## config.mk

```make
export PLATFORM = sky130hd
export DESIGN_NAME = t09_input_arbiter_flat
export DESIGN_NICKNAME = d
export VERILOG_FILES = /design/src/rtl/t09_input_arbiter_if.sv /design/src/rtl/t09_input_arbiter.sv /design/src/flat_wrapper.sv
export SDC_FILE = /design/constraint.sdc
export NUM_CORES = 1
export LEC_CHECK = 0
export BUFFER_PORTS_ARGS = -buffer_cell sky130_fd_sc_hd__buf_4
export CORE_MARGIN = 2
export CORE_UTILIZATION = 50
export DETAILED_ROUTE_END_ITERATION = 6
export PLACE_DENSITY = 0.85
export SYNTH_ARGS = -nofsm -noshare
export SYNTH_HDL_FRONTEND = slang
export SYNTH_SLANG_ARGS = --single-unit
```

## constraint.sdc

```tcl
create_clock -name clk -period 1.8 [get_ports clk]
set_input_delay 0 -clock clk [delete_from_list [all_inputs] [get_ports clk]]
set_output_delay 0 -clock clk [all_outputs]
set_load 0.03 [all_outputs]
```

## src/rtl/t09_input_arbiter_if.sv

```systemverilog
`default_nettype none
// ============================================================================
// Module      : t09_input_arbiter_if
// Description : Bundles the request and command signals of the input arbiter.
//               The arbiter connects through "slave". A request source or
//               command consumer (game FSM, bench) connects through "master".
//   req_i       [3:0] request pulses (jump, duck, start, pause)
//   cmd_ready_i       consumer can take a command this cycle
//   cmd_valid_o       command offered
//   cmd_id_o    [1:0] index of the offered request
//   pending_o   [3:0] pending-request register
//   drop_o            one-cycle pulse when a request was lost
// Revision    : 1.0 - initial release
// ============================================================================
interface t09_input_arbiter_if;
    logic [3:0] req_i;
    logic       cmd_ready_i;
    logic       cmd_valid_o;
    logic [1:0] cmd_id_o;
    logic [3:0] pending_o;
    logic       drop_o;

    modport slave (
        input  req_i,
        input  cmd_ready_i,
        output cmd_valid_o,
        output cmd_id_o,
        output pending_o,
        output drop_o
    );

    modport master (
        output req_i,
        output cmd_ready_i,
        input  cmd_valid_o,
        input  cmd_id_o,
        input  pending_o,
        input  drop_o
    );
endinterface
`default_nettype wire

```

## src/rtl/t09_input_arbiter.sv

```systemverilog
`default_nettype none
// ============================================================================
// Module      : t09_input_arbiter
// Description : Collects single-cycle input request pulses into a pending
//               register. It offers one request at a time to the game FSM
//               through a valid/ready handshake. Bits in PRIO_MASK win
//               outright; the other bits share a round-robin scheme. After
//               each accepted command the arbiter rests for COOLDOWN cycles.
//   clk    : sole clock, rising edge
//   rst_i  : asynchronous active-high reset
//   bus    : t09_input_arbiter_if.slave (req_i, cmd_ready_i, cmd_valid_o,
//            cmd_id_o, pending_o, drop_o)
// Revision    : 1.0 - initial release
// ============================================================================
module t09_input_arbiter #(
    parameter int         COOLDOWN  = 8,
    parameter logic [3:0] PRIO_MASK = 4'b0100
) (
    input  wire logic          clk,
    input  wire logic          rst_i,
    t09_input_arbiter_if.slave bus
);

    typedef enum logic [1:0] {
        S_IDLE  = 2'd0,
        S_OFFER = 2'd1,
        S_COOL  = 2'd2
    } state_t;

    // The counter is loaded with COOLDOWN-1 so that COOL lasts exactly
    // COOLDOWN cycles, including the cycle in which it reaches zero.
    localparam logic [7:0] c_COOL_LOAD = (COOLDOWN == 0) ? 8'd0 : 8'(COOLDOWN - 1);
    localparam bit         c_NO_COOL   = (COOLDOWN == 0);

    state_t     r_state;
    logic [3:0] r_pending;
    logic [1:0] r_ptr;
    logic [7:0] r_count;
    logic [1:0] r_cmd_id;
    logic       r_cmd_valid;
    logic       r_drop;

    logic       w_accept;
    logic [3:0] w_accept_mask;
    logic [3:0] w_prio;
    logic [1:0] w_winner;
    logic [1:0] w_cand;

    assign w_accept      = r_cmd_valid & bus.cmd_ready_i;
    assign w_accept_mask = w_accept ? (4'b0001 << r_cmd_id) : 4'b0000;
    assign w_prio        = r_pending & PRIO_MASK;

    // Winner selection. The loops run from the far end toward the near end,
    // so the last hit is the one that wins: the lowest priority index, or
    // the first pending bit after ptr (ptr itself is tried last).
    always_comb begin
        w_winner = r_ptr;
        w_cand   = r_ptr;
        if (w_prio != 4'b0000) begin
            for (int i = 3; i >= 0; i--) begin
                if (w_prio[i]) begin
                    w_winner = 2'(i);
                end
            end
        end else begin
            for (int i = 4; i >= 1; i--) begin
                w_cand = r_ptr + 2'(i);
                if (r_pending[w_cand]) begin
                    w_winner = w_cand;
                end
            end
        end
    end

    always_ff @(posedge clk or posedge rst_i) begin
        if (rst_i) begin
            r_state     <= S_IDLE;
            r_pending   <= 4'b0000;
            r_ptr       <= 2'd3;
            r_count     <= 8'd0;
            r_cmd_id    <= 2'd0;
            r_cmd_valid <= 1'b0;
            r_drop      <= 1'b0;
        end else begin
            // When a new pulse coincides with the acceptance of the same bit,
            // the OR below keeps the new request. It does not count as a drop.
            r_pending <= (r_pending & ~w_accept_mask) | bus.req_i;
            r_drop    <= |(bus.req_i & r_pending & ~w_accept_mask);

            case (r_state)
                S_IDLE: begin
                    if (r_pending != 4'b0000) begin
                        r_cmd_id    <= w_winner;
                        r_cmd_valid <= 1'b1;
                        r_state     <= S_OFFER;
                    end
                end
                S_OFFER: begin
                    if (bus.cmd_ready_i) begin
                        r_cmd_valid <= 1'b0;
                        r_ptr       <= r_cmd_id;
                        if (c_NO_COOL) begin
                            r_state <= S_IDLE;
                        end else begin
                            r_state <= S_COOL;
                            r_count <= c_COOL_LOAD;
                        end
                    end
                end
                S_COOL: begin
                    if (r_count == 8'd0) begin
                        r_state <= S_IDLE;
                    end else begin
                        r_count <= r_count - 8'd1;
                    end
                end
                default: begin
                    r_state     <= S_IDLE;
                    r_cmd_valid <= 1'b0;
                end
            endcase
        end
    end

    assign bus.cmd_valid_o = r_cmd_valid;
    assign bus.cmd_id_o    = r_cmd_id;
    assign bus.pending_o   = r_pending;
    assign bus.drop_o      = r_drop;

endmodule
`default_nettype wire

```

## src/flat_wrapper.sv

```systemverilog
// flat-port wrapper written by rule: the top's interface ports become plain ports
module t09_input_arbiter_flat 
#(
    parameter int         COOLDOWN  = 8,
    parameter logic [3:0] PRIO_MASK = 4'b0100
)
  (clk, rst_i, bus_req_i, bus_cmd_ready_i, bus_cmd_valid_o, bus_cmd_id_o, bus_pending_o, bus_drop_o);
  t09_input_arbiter_if bus_i ();
  input  wire logic clk;
  input  wire logic rst_i;
  input wire logic [$bits(bus_i.req_i)-1:0] bus_req_i;
  input wire logic [$bits(bus_i.cmd_ready_i)-1:0] bus_cmd_ready_i;
  output wire logic [$bits(bus_i.cmd_valid_o)-1:0] bus_cmd_valid_o;
  output wire logic [$bits(bus_i.cmd_id_o)-1:0] bus_cmd_id_o;
  output wire logic [$bits(bus_i.pending_o)-1:0] bus_pending_o;
  output wire logic [$bits(bus_i.drop_o)-1:0] bus_drop_o;
  assign bus_i.req_i = bus_req_i;
  assign bus_i.cmd_ready_i = bus_cmd_ready_i;
  assign bus_cmd_valid_o = bus_i.cmd_valid_o;
  assign bus_cmd_id_o = bus_i.cmd_id_o;
  assign bus_pending_o = bus_i.pending_o;
  assign bus_drop_o = bus_i.drop_o;
  t09_input_arbiter #(.COOLDOWN(COOLDOWN), .PRIO_MASK(PRIO_MASK)) u_core (.clk(clk), .rst_i(rst_i), .bus(bus_i));
endmodule
```

-- Yosys cells after proc, flatten, opt, wreduce, memory -nomap -nowiden
Index checks and enable logic that the tools add are counted.
- memories kept: 0
- output and inout port bits: 8
- bits of input ports: 7
- word-level logic and storage cells: 59
- RAM bits: 0
- ROM bits: 0
- latch bits: 0
- register bits after elaboration: 20
- div/mod/pow operators: 0
- bitwise gates (word level): 7
- order comparisons: 3
- $mul: 0
- equal/unequal tests: 6
- shift-type cells: 1
- multiplexer cells: 21
- add/subtract/negate cells: 4
- reductions and logical operators: 10
- operators with widths (operator ; number):
    8-bit two-way mux ; 2
    8-bit case mux with 2 select lines ; 1
    2-bit two-way mux ; 7
    4-bit bitwise AND ; 3
    2-bit by 3-bit < comparator with 1-bit output (second input constant) ; 3
    3-bit AND reduction ; 3
    8-bit zero test ; 1
    8-bit by 1-bit subtractor with 8-bit output (second input constant) ; 1
    1-bit binary-select mux with 2-bit select ; 3
    2-bit case mux with 3 select lines ; 1
    1-bit two-way mux ; 5
    2-bit adder (second input constant) ; 2
    4-bit two-way mux ; 1
    2-bit by 1-bit != test with 1-bit output (second input constant) ; 2
    2-bit != test (second input constant) ; 2
    4-bit inverter ; 1
    4-bit bitwise OR ; 1
    2-bit AND reduction ; 2
    4-bit nonzero test ; 1
    4-bit OR reduction ; 1
    1-bit by 2-bit left shift with 4-bit output (first input constant) ; 1
    1-bit case mux with 3 select lines ; 1
    2-bit by 1-bit adder with 2-bit output (second input constant) ; 1
    2-bit by 1-bit == test with 1-bit output (second input constant) ; 1
    other kinds (5) ; 5

-- Logic depth before layout (Yosys ltp)
- depth after elaboration: 7
- depth in mapped cells: 7
- depth with buffers taken out: 6

-- Worst setup path before layout
OpenSTA, ideal clock, no wires.
- kind: reg-to-reg
- start point: register u_core.r_count[3]
- end point: register u_core.r_count[1]
- setup slack: -0.010 ns
- required time: 1.675 ns
- buffers on the path: 1
- data arrival time: 1.685 ns
- setup time: 0.125 ns
- period minus slack after synthesis: 1.810 ns
- cell stages (with the launch flop): 6
- path through: dfrtp_1 -> or4_4 -> o31ai_4 -> buf_6 -> nand2_4 -> mux2_4
- word-level cells in the longest chain between the ends: 3
- RTL lines (element ; RTL line ; source):
    start: declaration ; t09_input_arbiter.sv:38 ; logic [7:0] r_count;
    start signal: assignment ; t09_input_arbiter.sv:106 ; r_count <= c_COOL_LOAD;
    start signal: assignment ; t09_input_arbiter.sv:114 ; r_count <= r_count - 8'd1;
    8-bit zero test ; t09_input_arbiter.sv:111 ; if (r_count == 8'd0) begin
    2-bit != test (no source line) ; - ;
    3-bit AND reduction (no source line) ; - ;
No other way between the ends.
A chain may end at the register's enable or synchronous reset.

-- Final worst setup path
- start point: register u_core.r_count[3]
- end point: register u_core.r_count[2]
Same word-level chain as after synthesis.

==> flow_metrics.tcl <==
set metrics [dict create \
    placed_area_sq_um 1270 \
    rsz0062_at_grt "true" \
    final_cell_mix "buf_4 (23), dfrtp_1 (18), nand2_1 (15)" \
    drtIter0Drc 21 \
    grt_pass1_vias 917 \
    setup_slack_ps 52.9 \
    dp_cells 159 \
    final_common_cell "buf_4" \
    powerDensity_nw_per_um2 554 \
    vias 930 \
    grt_pass1_wl_um 3800 \
    clock_latency_ps 300 \
    area_delta_synth_final_pct 25.3 \
    grt_usage 0.197 \
    dieArea_sq_um 2560 \
    p_int_uw 592 \
    hold_viol_final 0 \
    finalCriticalPeriod_ps 1750 \
    syn_inst 112 \
    register_area_sq_um 503 \
    cts_setup_buffers 0 \
    r2r_slack_ps 50 \
    cts_inserted_buffers 3 \
    start_util 0.541 \
    drv_cap 0 \
    clock-root-buffer "clkbuf_4" \
    dp_hpwl_um 1660 \
    ys_types 37 \
    critPathCaptureType "flop" \
    switching_share 0.212 \
    wl_per_cell_um 13.3 \
    p_leak_nw 0.606 \
    clkPwrFrac 0.352 \
    yosys_register_bits 20 \
    worstMarginPinSlew_ps 747 \
    crit_arrival_ps 1940 \
    synth_area_sq_um 1080 \
    htree_num_levels 1 \
    yosysWarnings 0 \
    maxSlewViolCount 0 \
    totalWireLength_um 2240 \
    timing.rr.end "u_core.r_count[2]" \
    setup_viol 0 \
    hp-start "bus_cmd_ready_i" \
    cp_slowest_stage_delay_ps 560 \
    grt_start_max_net_pins 21 \
    fp.coreArea_sq_um 2000 \
    holdPathEnd "u_core.r_state[0]" \
    ys_seq_area_frac 0.464 \
    cts_tree "yes" \
    hp-class "primary input to flop" \
    maxSlewHeadroom 0.501 \
    p_sw_uw 160 \
    synthFlopType "dfrtp_1" \
    r2r-start "u_core.r_count[3]" \
    skew_ps 3.80 \
    io_buffer_count 14 \
    die_height_um 50.6 \
    preCtsSetupSlack_ps 56.3 \
    num-fill-cells 166 \
    n_antenna_cell 0 \
    worstPathRequired_ps 1990 \
    fmax_mhz 572 \
    cpMaxStageDelayCell "or4_4" \
    viasPerCell 5.54 \
    synthArstFlopShare 1.00 \
    path_class "flop to flop" \
    whs_path_depth 3 \
    grt_antenna_before_repair 0 \
    clk_path_buf_depth 2 \
    vdd_drop_max_v 0.000364 \
    multi_input_area_sq_um 536 \
    clock_sinks 20 \
    place.gp.congestion 0.822 \
    crit_fanout 5 \
    yosysTopAreaCell "dfrtp_1" \
    drive_gt1_frac 0.241 \
    tns_ps 0 \
    cp_cell_sequence "or4_4, o31ai_4, buf_4, a21oi_1, mux2i_1" \
    fp-row-count 16 \
    ios 15 \
    die_w_um 50.6 \
    first_pass_iters 4 \
    critPathLaunchType "flop" \
    clk_pin_slew_ps 120 \
    finalPower_uw 752 \
    avgSynthCellArea_sq_um 9.67 \
    syn-num-nets 121 \
    ff2ff_path_depth 5 \
    combPwrFrac 0.050 \
    grt_remaining_overflow 0 \
    design_area_sq_um 1360 \
    fin_cells 168 \
    synth_area_leaders "dfrtp_1 (42%), nand2_1 (5.2%), dfstp_2 (4.8%)" \
    outcome "complete, no violations" \
    synth_top_area_frac 0.416 \
    synth_edf_count 0 \
    ant_nets 0 \
    drc 0 \
    num-nets-final 151 \
    seq_power_share 0.598 \
    post-route-period-util 0.971 \
]
## cell usage after synthesis, drive strengths merged, types with 2 or more instances
library cell,instances
and2,3
nor3,3
mux2i,2
nand4b,2
nand2b,2
dfrtp,18
dfstp,2
or4,6
clkbuf,2
o21ai,6
o31ai,2
or3,2
a21oi,5
nand2,16
nor2,7
a21o,6
ha,2
nor2b,2
mux2,2
o211ai,2
inv,7
a31oi,2
## per-layer routing
layer / vias to the layer above / track usage / wire [um]
met3: 6 / 0.0268 / 78
met1: 433 / 0.233 / 999
met4: 0 / 0.104 / 38
met2: 25 / 0.344 / 1120
met5: - / 0 / 0
li1: 466 / - / -
## how the worst max path moves through the flow
stage / end / slack [ps] / startpoint
finish: u_core.r_count[2] / 50 / u_core.r_count[3]
global route: u_core.r_count[6] / -30 / u_core.r_count[3]
CTS: u_core.r_count[4] / 20 / u_core.r_count[3]
detailed placement: u_core.r_count[4] / 60 / u_core.r_count[3]
global placement: u_core.r_count[4] / 110 / u_core.r_count[3]
floorplan: u_core.r_count[1] / 40 / u_core.r_count[3]
## state kept, by name, summed over array words and instances, names as in the netlist
name	flops
u_core.r_count	8
u_core.bus.pending_o	4
u_core.bus.cmd_id_o	2
u_core.r_ptr	2
u_core.r_state	2
u_core.bus.cmd_valid_o	1
u_core.bus.drop_o	1
## cell type report
type | instances | share of cell area
Sequential cell | 20 | 0.371
Timing Repair Buffer | 28 | 0.164
Tap cell | 27 | 0.0249
Inverter | 7 | 0.0194
Multi-Input combinational cell | 82 | 0.394
Clock buffer | 4 | 0.0267
## logic make-up after synthesis
family | count (synthesis) | synth area share
compound gates | 28 | 0.184
fa+ha+maj | 3 | 0.0323
mux | 4 | 0.0427
simple gates | 47 | 0.236
buf+inv | 10 | 0.0416
flops | 20 | 0.464
## what timing repair did
item                       in CTS  in global routing
resized for setup               0                  4
hold endpoints to repair       23                  0
hold buffers                    5                  0
setup endpoints to repair       0                  4
## critical path: cells and delay by family, from the launching register on
kind | cells | cell delay (ps)
buffers and inverters | 1 | 190
AND/OR/NAND/NOR | 1 | 560
multiplexers | 1 | 140
AO/OA/AOI/OAI | 2 | 360
flip-flops | 1 | 400
## stage by stage
| stage | hold WS (ps) | util |
|---|---|---|
| 2_1_floorplan | -37.7 | - |
| 3_3_place_gp | 171 | 0.635 |
| 3_5_place_dp | 183 | 0.635 |
| 4_1_cts | 41.6 | 0.678 |
| 5_1_grt | 46.0 | 0.678 |
| 6_report | 44.7 | 0.678 |
## power groups by stage
stage               combinational, mW  sequential, mW  clock [mW]
floorplan                      0.0107           0.460           0
global placement               0.0282           0.459           0
detailed placement             0.0291           0.459           0
CTS                            0.0378           0.450       0.271
global route                   0.0419           0.450       0.288
finish                         0.0376           0.450       0.264
No activity file was read; power rests on OpenSTA's default activity.
